==> config.mk <==
export PLATFORM = sky130hd
export DESIGN_NAME = uart_fifo_bridge_flat
export DESIGN_NICKNAME = d
export VERILOG_FILES = /design/src/rtl/uart_pkg.sv /design/src/rtl/uart_fifo_bridge_if.sv /design/src/rtl/sync_fifo.sv /design/src/rtl/uart_fifo_bridge.sv /design/src/flat_wrapper.sv
export SDC_FILE = /design/constraint.sdc
export NUM_CORES = 1
export LEC_CHECK = 0
export CAP_MARGIN = 20
export CORE_MARGIN = 5
export CORE_UTILIZATION = 60
export CTS_CLUSTER_SIZE = 30
export DETAILED_ROUTE_END_ITERATION = 8
export GPL_TIMING_DRIVEN = 0
export PLACE_DENSITY = 0.84
export SLEW_MARGIN = 10
export SYNTH_ARGS = -nofsm -noshare
export SYNTH_HDL_FRONTEND = slang
export SYNTH_SLANG_ARGS = --single-unit
==> constraint.sdc <==
create_clock -name clk -period 5.47 [get_ports clk]
set_input_delay 0.8205 -clock clk [delete_from_list [all_inputs] [get_ports clk]]
set_output_delay 0.8205 -clock clk [all_outputs]
set_load 0.05 [all_outputs]
==> src/rtl/uart_pkg.sv <==
// Shared constants and helpers for the UART FIFO bridge.
//   UART_NO_DATA : value the UART data register reads back when it holds no byte
//   UART_BYTE_W  : width of one UART character
//   level_w()    : width of a FIFO occupancy count for a given log2 depth
package uart_pkg;

    localparam logic [31:0] UART_NO_DATA = 32'hFFFF_FFFF;
    localparam int          UART_BYTE_W  = 8;

    // Occupancy needs one bit more than the pointers so that "full" (2**depth_log2)
    // is representable alongside "empty" (0).
    function automatic int level_w(input int depth_log2);
        return depth_log2 + 1;
    endfunction

endpackage

==> src/rtl/uart_fifo_bridge_if.sv <==
// UART data-register bus between the bridge (master) and the UART (slave).
//   uart_dat_we   : write strobe, master -> slave
//   uart_dat_di   : write data {24'b0, byte}, master -> slave
//   uart_dat_wait : UART stalling the current write, slave -> master
//   uart_dat_re   : read strobe, master -> slave
//   uart_dat_do   : read data, all-ones when no byte is held, slave -> master
interface uart_fifo_bridge_if;

    logic        uart_dat_we;
    logic [31:0] uart_dat_di;
    logic        uart_dat_wait;
    logic        uart_dat_re;
    logic [31:0] uart_dat_do;

    modport master (
        output uart_dat_we,
        output uart_dat_di,
        output uart_dat_re,
        input  uart_dat_wait,
        input  uart_dat_do
    );

    modport slave (
        input  uart_dat_we,
        input  uart_dat_di,
        input  uart_dat_re,
        output uart_dat_wait,
        output uart_dat_do
    );

endinterface

==> src/rtl/sync_fifo.sv <==
// Single-clock FIFO with show-ahead head output.
//   clk, resetn : clock, synchronous active-low reset (clears pointers and level)
//   push, din   : write request and data; ignored while full, even alongside a pop
//   pop, dout   : read request; dout is the combinational head entry
//   full, empty : occupancy flags derived from level
//   level       : number of stored entries, 0 .. 2**DEPTH_LOG2
module sync_fifo
    import uart_pkg::*;
#(
    parameter int WIDTH      = 8,
    parameter int DEPTH_LOG2 = 4
) (
    input  logic                             clk,
    input  logic                             resetn,
    input  logic                             push,
    input  logic [WIDTH-1:0]                 din,
    input  logic                             pop,
    output logic [WIDTH-1:0]                 dout,
    output logic                             full,
    output logic                             empty,
    output logic [level_w(DEPTH_LOG2)-1:0]   level
);

    localparam int DEPTH = 1 << DEPTH_LOG2;

    logic [WIDTH-1:0]      mem [DEPTH];
    logic [DEPTH_LOG2-1:0] wr_ptr;
    logic [DEPTH_LOG2-1:0] rd_ptr;
    logic                  push_ok;
    logic                  pop_ok;

    // Level never exceeds DEPTH, so its MSB is set exactly when the FIFO is full.
    assign full    = level[DEPTH_LOG2];
    assign empty   = (level == '0);
    assign push_ok = push && !full;
    assign pop_ok  = pop && !empty;
    assign dout    = mem[rd_ptr];

    // NOTE: sequential state uses non-blocking assignments so every register
    // samples the pre-edge values, independent of statement order.
    always_ff @(posedge clk) begin
        if (!resetn) begin
            wr_ptr <= '0;
            rd_ptr <= '0;
            level  <= '0;
        end else begin
            if (push_ok) wr_ptr <= wr_ptr + 1'b1;
            if (pop_ok)  rd_ptr <= rd_ptr + 1'b1;
            case ({push_ok, pop_ok})
                2'b10:   level <= level + 1'b1;
                2'b01:   level <= level - 1'b1;
                default: level <= level;
            endcase
        end
    end

    // NOTE: the storage array has no reset; stale contents are unreachable once
    // the pointers and level are cleared, and leaving it unreset keeps it a plain RAM.
    always_ff @(posedge clk) begin
        if (push_ok) mem[wr_ptr] <= din;
    end

endmodule

==> src/rtl/uart_fifo_bridge.sv <==
// Buffered front-end for the UART data register.
//   clk, resetn          : clock, synchronous active-low reset
//   tx_valid/ready/data  : CPU -> TX FIFO byte stream
//   rx_valid/ready/data  : RX FIFO -> CPU byte stream, rx_data is show-ahead
//   tx_level, rx_level   : FIFO occupancies
//   uart                 : UART data-register bus (master side)
// TX bytes drain to the UART whenever the TX FIFO is non-empty, one per cycle in
// which the UART does not assert wait. Any byte the UART holds is read and pushed
// into the RX FIFO in the same cycle, unless the RX FIFO is full.
module uart_fifo_bridge
    import uart_pkg::*;
#(
    parameter int DEPTH_LOG2 = 4
) (
    input  logic                            clk,
    input  logic                            resetn,
    input  logic                            tx_valid,
    output logic                            tx_ready,
    input  logic [UART_BYTE_W-1:0]          tx_data,
    output logic                            rx_valid,
    input  logic                            rx_ready,
    output logic [UART_BYTE_W-1:0]          rx_data,
    output logic [level_w(DEPTH_LOG2)-1:0]  tx_level,
    output logic [level_w(DEPTH_LOG2)-1:0]  rx_level,
    uart_fifo_bridge_if.master              uart
);

    logic                   tx_full;
    logic                   tx_empty;
    logic                   tx_pop;
    logic [UART_BYTE_W-1:0] tx_head;
    logic                   rx_full;
    logic                   rx_empty;
    logic                   rx_push;
    logic                   byte_avail;

    // Strobes and stream flags are gated with resetn so they drop in the very
    // cycle reset is asserted, before the FIFO state has been cleared.
    assign tx_ready = !resetn || !tx_full;
    assign rx_valid = resetn && !rx_empty;

    // TX drain: the UART latches the byte in the cycle wait is low.
    assign uart.uart_dat_we = resetn && !tx_empty;
    assign uart.uart_dat_di = {{(32 - UART_BYTE_W){1'b0}}, tx_head};
    assign tx_pop           = uart.uart_dat_we && !uart.uart_dat_wait;

    // RX poll: only the all-ones pattern means "empty"; 32'h0000_00FF is a real 0xFF.
    // The UART clears its buffer on the read edge, so no double read follows.
    assign byte_avail       = (uart.uart_dat_do != UART_NO_DATA);
    assign rx_push          = resetn && byte_avail && !rx_full;
    assign uart.uart_dat_re = rx_push;

    sync_fifo #(
        .WIDTH      (UART_BYTE_W),
        .DEPTH_LOG2 (DEPTH_LOG2)
    ) u_tx_fifo (
        .clk    (clk),
        .resetn (resetn),
        .push   (tx_valid && tx_ready),
        .din    (tx_data),
        .pop    (tx_pop),
        .dout   (tx_head),
        .full   (tx_full),
        .empty  (tx_empty),
        .level  (tx_level)
    );

    sync_fifo #(
        .WIDTH      (UART_BYTE_W),
        .DEPTH_LOG2 (DEPTH_LOG2)
    ) u_rx_fifo (
        .clk    (clk),
        .resetn (resetn),
        .push   (rx_push),
        .din    (uart.uart_dat_do[UART_BYTE_W-1:0]),
        .pop    (rx_valid && rx_ready),
        .dout   (rx_data),
        .full   (rx_full),
        .empty  (rx_empty),
        .level  (rx_level)
    );

endmodule

==> src/flat_wrapper.sv <==
// flat-port wrapper written by rule: the top's interface ports become plain ports
module uart_fifo_bridge_flat import uart_pkg::*;
#(
    parameter int DEPTH_LOG2 = 4
)
  (clk, resetn, tx_valid, tx_ready, tx_data, rx_valid, rx_ready, rx_data, tx_level, rx_level, uart_uart_dat_we, uart_uart_dat_di, uart_uart_dat_re, uart_uart_dat_wait, uart_uart_dat_do);
  uart_fifo_bridge_if uart_i ();
  input  logic clk;
  input  logic resetn;
  input  logic tx_valid;
  output logic tx_ready;
  input  logic [UART_BYTE_W-1:0] tx_data;
  output logic rx_valid;
  input  logic rx_ready;
  output logic [UART_BYTE_W-1:0] rx_data;
  output logic [level_w(DEPTH_LOG2)-1:0] tx_level;
  output logic [level_w(DEPTH_LOG2)-1:0] rx_level;
  output wire logic [$bits(uart_i.uart_dat_we)-1:0] uart_uart_dat_we;
  output wire logic [$bits(uart_i.uart_dat_di)-1:0] uart_uart_dat_di;
  output wire logic [$bits(uart_i.uart_dat_re)-1:0] uart_uart_dat_re;
  input wire logic [$bits(uart_i.uart_dat_wait)-1:0] uart_uart_dat_wait;
  input wire logic [$bits(uart_i.uart_dat_do)-1:0] uart_uart_dat_do;
  assign uart_uart_dat_we = uart_i.uart_dat_we;
  assign uart_uart_dat_di = uart_i.uart_dat_di;
  assign uart_uart_dat_re = uart_i.uart_dat_re;
  assign uart_i.uart_dat_wait = uart_uart_dat_wait;
  assign uart_i.uart_dat_do = uart_uart_dat_do;
  uart_fifo_bridge #(.DEPTH_LOG2(DEPTH_LOG2)) u_core (.clk(clk), .resetn(resetn), .tx_valid(tx_valid), .tx_ready(tx_ready), .tx_data(tx_data), .rx_valid(rx_valid), .rx_ready(rx_ready), .rx_data(rx_data), .tx_level(tx_level), .rx_level(rx_level), .uart(uart_i));
endmodule
# [Yosys cells after proc, flatten, opt, wreduce, memory -nomap -nowiden]
# Memory sizes are Yosys's and may differ from the RTL's. A register that Yosys moved wholly into a read port is not among the register bits.
# Cells that the tools add are included.
[word_totals] ram_bits=256 mem_count=2 out_inout_bits=54 latch_bits=0 mem_bits_ro=0 elab_cells=53 input_bits=45 ff_bits=26
[memory_table] memory="u_core.u_rx_fifo.mem" depth=16 word_bits=8 rd=1 rd_clocked_by_memory_dff=1 write_ports=1 line_no="sync_fifo.sv:26" source="logic [WIDTH-1:0] mem [DEPTH];"
[memory_table] memory="u_core.u_tx_fifo.mem" depth=16 word_bits=8 rd=1 rd_clocked_by_memory_dff=1 write_ports=1 line_no="sync_fifo.sv:26"
[classes] shifts=0 multipliers=0 mux=10 div_mod_pow=0 reduce_logical=22 n_addsub=8 bitwise_logic=0 order_cmp=0 eq_ne=5
[op_table] op="$ne A32 B32 Y1 const B" count=1
[op_table] op="$pmux W5 S2" count=2
[op_table] op="$add A4 B1 Y4 const B" count=4
[op_table] op="$mux W4" count=4
[op_table] op="$logic_and A1 B1 Y1" count=11
[op_table] op="$add A5 B1 Y5 const B" count=2
[op_table] op="$logic_not A5 Y1" count=2
[op_table] op="$sub A5 B1 Y5 const B" count=2
[op_table] op="$logic_not A1 Y1" count=6
[op_table] op="$eq A2 B1 Y1 const B" count=2
[op_table] op="$eq A2 B2 Y1 const B" count=2
[op_table] op="$mux W1" count=4
[op_table] op="$reduce_bool A2 Y1" count=2
[op_table] op="$logic_or A1 B1 Y1" count=1

# [Logic depth before layout (Yosys ltp)]
[depth] depth_word=7 depth_mapped=12 ltp_nobuf=12

# [Modules after synthesis]
# Synthesis repeated with hierarchy kept, for this count alone.
[hier_totals] hier_cells=635 hier_area_um2=11867.6
[by_module_without_submodules] module="sync_fifo" area_each_um2=5786.8 instances=2 cells_each=296 seq_area_each_um2=4184.0
[by_module_without_submodules] module="uart_fifo_bridge" area_each_um2=294.0 instances=1 cells_each=43 seq_area_each_um2=0.0

# [Least setup slack after synthesis]
# OpenSTA, ideal clock, no wires.
[synth_path] path_kind="reg2reg" from="register u_core.u_rx_fifo.level[0]" to="register u_core.u_rx_fifo.level[4]" period_less_slack_ns=3.373 setup_slack_ns=2.097 stages_incl_launch_ff=12 setup_time_ns=0.118 required_time_ns=5.352 arrival_time_ns=3.255 path_buffers=1 path_cell_list="dfxtp_1 or4_1 o21a_1 and2_4 buf_6 ha_1 ha_1 nor2b_1 o21ai_0 a21oi_1 or3b_2 mux2i_1"
[synth_between] elab_chain_cells=7 elab_cells_between_ends=11 cone_classes="2 x add/sub; 2 x eq/ne; 1 x mux; 6 x reduce/logical"
[synth_lines] element="start, declared" line_no="sync_fifo.sv:21" source="output logic [level_w(DEPTH_LOG2)-1:0] level"
[synth_lines] element="start signal, assigned" line_no="sync_fifo.sv:50" source="2'b10: level <= level + 1'b1;"
[synth_lines] element="start signal, assigned" line_no="sync_fifo.sv:51" source="2'b01: level <= level - 1'b1;"
[synth_lines] element="start signal, assigned" line_no="sync_fifo.sv:52" source="default: level <= level;"
[synth_lines] element="$logic_not A5 Y1 *" line_no="sync_fifo.sv:34" source="assign empty = (level == '0);"
[synth_lines] element="$logic_not A1 Y1 *" line_no="uart_fifo_bridge.sv:40" source="assign rx_valid = resetn && !rx_empty;"
[synth_lines] element="$logic_and A1 B1 Y1 *" line_no="uart_fifo_bridge.sv:40"
[synth_lines] element="net rx_valid" line_no="flat_wrapper.sv:13" source="output logic rx_valid;"
[synth_lines] element="$logic_and A1 B1 Y1 *" line_no="uart_fifo_bridge.sv:76" source=".pop (rx_valid && rx_ready),"
[synth_lines] element="$logic_and A1 B1 Y1 *" line_no="sync_fifo.sv:36" source="assign pop_ok = pop && !empty;"
[synth_lines] element="net u_core.u_rx_fifo.pop_ok" line_no="sync_fifo.sv:30" source="logic pop_ok;"
[synth_lines] element="$eq A2 B1 Y1 or $eq A2 B2 Y1 (tied branches)" line_no="sync_fifo.sv:49" source="case ({push_ok, pop_ok})"
[synth_lines] element="$pmux W5 S2 or $reduce_bool A2 Y1 (tied branches)"
# Mark *: on every way through the listed nets, which the timed path passes. The rest lies on a longest branch.
# A chain may end at the register's enable or synchronous reset.

# [Final worst setup path]
[layout_path] from="input uart_uart_dat_do[0]" to="output uart_uart_dat_re"
[layout_between] elab_chain_cells=3
[layout_lines] element="start, declared" line_no="flat_wrapper.sv:22" source="input wire logic [$bits(uart_i.uart_dat_do)-1:0] uart_uart_dat_do;"
[layout_lines] element="$ne A32 B32 Y1" line_no="uart_fifo_bridge.sv:49" source="assign byte_avail = (uart.uart_dat_do != UART_NO_DATA);"
[layout_lines] element="$logic_and A1 B1 Y1 (2 in series)" line_no="uart_fifo_bridge.sv:50" source="assign rx_push = resetn && byte_avail && !rx_full;"
[layout_lines] element="end, declared" line_no="flat_wrapper.sv:20" source="output wire logic [$bits(uart_i.uart_dat_re)-1:0] uart_uart_dat_re;"
# No other way between the ends.

==> metrics <==
relative slew slack 30.46%; power density over cell area 402.9 nW/µm²; Hold Path Stages 1; routability congestion estimate 0.8043; routed len/inst about 24 µm; Min-Delay Startpoint u_core.u_rx_fifo.rd_ptr[3]$_SDFFE_PN0P_; HP Class reg -> reg; R2R Setup Slk 2.16 ns; Period minus WS final ~4.6 ns; worst skew pair latency about 0.53 ns; # setup viols final 0; TritonCTS clock tree yes; first-pass GRT wire length 38520 µm; die width 149.9 µm; worst vdd ir ~0.00024 V; gr ovfl total 0; I/O Buffers 74; Worst Path Max Fanout 17; clock-pin slew on the worst setup and hold paths 0.06 ns; Synth Instances 614; P_leak 4.649 nW; share of cells above drive strength 1 23.31%; Root Driver clkbuf_16; yosys warns 0; Post-synth EDFFs approximately 260; hpwl dp between 15000 and 20000 µm; Num CTS Buffers 27; fin util 71.76%; Post-CTS Resized 0; post-cts hold buffer count 0; CP arrival 3.82 ns; initial DRC count 666; largest net degree at the start of global routing 18; RR Endpoint u_core.u_tx_fifo.level[4]$_SDFFE_PN0P_; Hold Vio Cnt, Final 0; number of synthesized register bits 290; Hold EP u_core.u_rx_fifo.rd_ptr[3]$_SDFFE_PN0P_; Core Rows 51; Fmax 215.5 MHz; Core Area 19330 µm²; setup TNS 0 ns; vias slightly above 6000; max_cap viols 0; ys async rst share 0%; outcome complete, no violations; post-CTS setup buffer count 0; critical path endpoint category primary output; reg2reg path depth 10; clk sinks 290; Via-to-Cell Ratio between 5 and 6; sequential fraction of the synthesis area a little under three quarters; NumNets Final approximately 810; top_reg_cell synth edfxtp_1; WS Path Type in -> out; full die area 22460 µm²; syn_area_per_cell 19.12 µm²; count of non-filler cells in the finished layout 1033; synthesized area 11740 µm²; unrepaired setup endpoints after global routing false; Slew Viols, Final 0; WL final 24960 µm; Detail Route Antenna Nets 0; # IOs 99; Slew @ Worst Pin around 1.0 ns; H-tree level count 1; placed cell count 984; Layout area overhead 18.19%; drt drc 0; clock skew 0.01459 ns; ant diodes 0; Tcrit/Tclk final between 80% and 90%; DRT Pass-1 Iters 6; initial antenna violation count 0; unique cell type count in the Yosys netlist 38; starting density of the core roughly three fifths; Critical Path Start Type primary input; WHS 0.4709 ns; Pwr Total 5.590 mW; buffer depth of the longest clock path 3; vias in the first global route 6480; DIE HEIGHT roughly 150 µm; All-Layer GR Usage 23.01%; Worst EP required 4.65 ns; reg-to-reg startpoint u_core.u_tx_fifo.level[1]$_SDFFE_PN0P_
## metal layers
| layer | wire length (µm) | GRT usage (%) |
|---|---|---|
| met1 | 9885 | 32.75 |
| met2 | 12450 | 36.81 |
| met3 | 2040 | 4.997 |
| met4 | 586 | 6.267 |
| met5 | 0 | 0 |
## synthesized netlist by cell type (3+ instances only)
master / number / share of area, %
mux4_2: 80 / 15
a21oi_1: 7 / 0.30
ha_1: 18 / 1.9
inv_1: 12 / 0.38
nand2b_1: 3 / 0.16
o21ai_0: 9 / 0.38
nor2b_1: 6 / 0.32
nor2_1: 29 / 0.93
nor3_1: 4 / 0.17
buf_4: 32 / 2.0
and2_1: 13 / 0.69
buf_1: 10 / 0.32
dfxtp_1: 34 / 5.8
xor2_1: 6 / 0.45
clkbuf_1: 8 / 0.26
nand4_1: 11 / 0.59
nand2_1: 32 / 1.0
mux2i_1: 8 / 0.68
edfxtp_1: 256 / 65
a211oi_1: 5 / 0.32
xnor2_1: 6 / 0.45
## layout make-up
cell class / count / area, µm²
Tap cell: 265 / 331.6
Clock inverter: 11 / 108.9
Sequential cell: 290 / 8368
Multi-Input combinational cell: 282 / 3103
Fill cell: 1114 / 5460
Clock buffer: 38 / 798.3
Buffer: 53 / 329.1
Inverter: 12 / 45.04
Timing Repair Buffer: 82 / 790.8
## state kept, by name (all words and copies together), names as in the netlist, named ones only
name                     cells
u_core.u_tx_fifo.rd_ptr      4
u_core.u_tx_fifo.level       5
u_core.u_rx_fifo.wr_ptr      4
u_core.u_tx_fifo.mem       128
u_core.u_rx_fifo.mem       128
u_core.u_rx_fifo.level       5
u_core.u_rx_fifo.rd_ptr      4
u_core.u_tx_fifo.wr_ptr      4
## power by group
part / internal, mW / total [mW] / switching, mW
sequential: 2.49 / 2.54 / 0.0581
combinational: 0.499 / 1.15 / 0.655
clock: 1.11 / 1.89 / 0.782
## placed cells by master, fill, tap and decap left out, types with 5 or more instances in the layout
master / instances
a211oi_1: 5
a21oi_1: 7
and2_1: 13
buf_1: 10
buf_2: 6
buf_4: 36
clkbuf_1: 12
clkbuf_16: 28
clkbuf_8: 6
clkdlybuf4s50_1: 74
conb_1: 24
dfxtp_1: 34
edfxtp_1: 256
ha_1: 18
inv_1: 12
mux2i_1: 8
mux4_2: 80
nand2_1: 32
nand4_1: 11
nor2_1: 29
nor2b_1: 6
o21ai_0: 9
xnor2_1: 6
xor2_1: 6
## how the worst max path moves through the flow
stage                                                       from                                endpoint  slack (ns)
after floorplan           u_core.u_rx_fifo.level[0]$_SDFFE_PN0P_  u_core.u_rx_fifo.level[4]$_SDFFE_PN0P_        2.10
after global placement                       uart_uart_dat_do[1]  u_core.u_rx_fifo.level[4]$_SDFFE_PN0P_        0.84
after detailed placement                     uart_uart_dat_do[2]  u_core.u_rx_fifo.level[4]$_SDFFE_PN0P_        0.71
after CTS                                    uart_uart_dat_do[2]                        uart_uart_dat_re        0.85
after global routing                         uart_uart_dat_do[2]                        uart_uart_dat_re        0.64
final                                        uart_uart_dat_do[0]                        uart_uart_dat_re        0.83
## worst max-delay path: stages
cell             delay [ns]
clkdlybuf4s50_1        0.87
nand4_1                0.27
nor4_2                 0.68
nand2_1                0.26
nand2_1                0.17
inv_1                  0.05
clkdlybuf4s50_1        0.69
## through the flow
stage / setup slack (ns) / cell area, µm²
2_1_floorplan: 2.097 / 11830
3_3_place_gp: 0.8418 / 12900
3_5_place_dp: 0.7123 / 12970
4_1_cts: 0.8533 / 13870
5_1_grt: 0.6413 / 13870
6_report: 0.8294 / 13870
## cells by family after synthesis
group           synth area share [%]
fa+ha+maj                      2.260
buf+inv                        3.187
other cells                  0.03195
xor+xnor                       1.034
simple gates                   4.669
flops                          71.29
mux                            16.03
compound gates                 1.503
No activity file was read; power rests on OpenSTA's default activity.
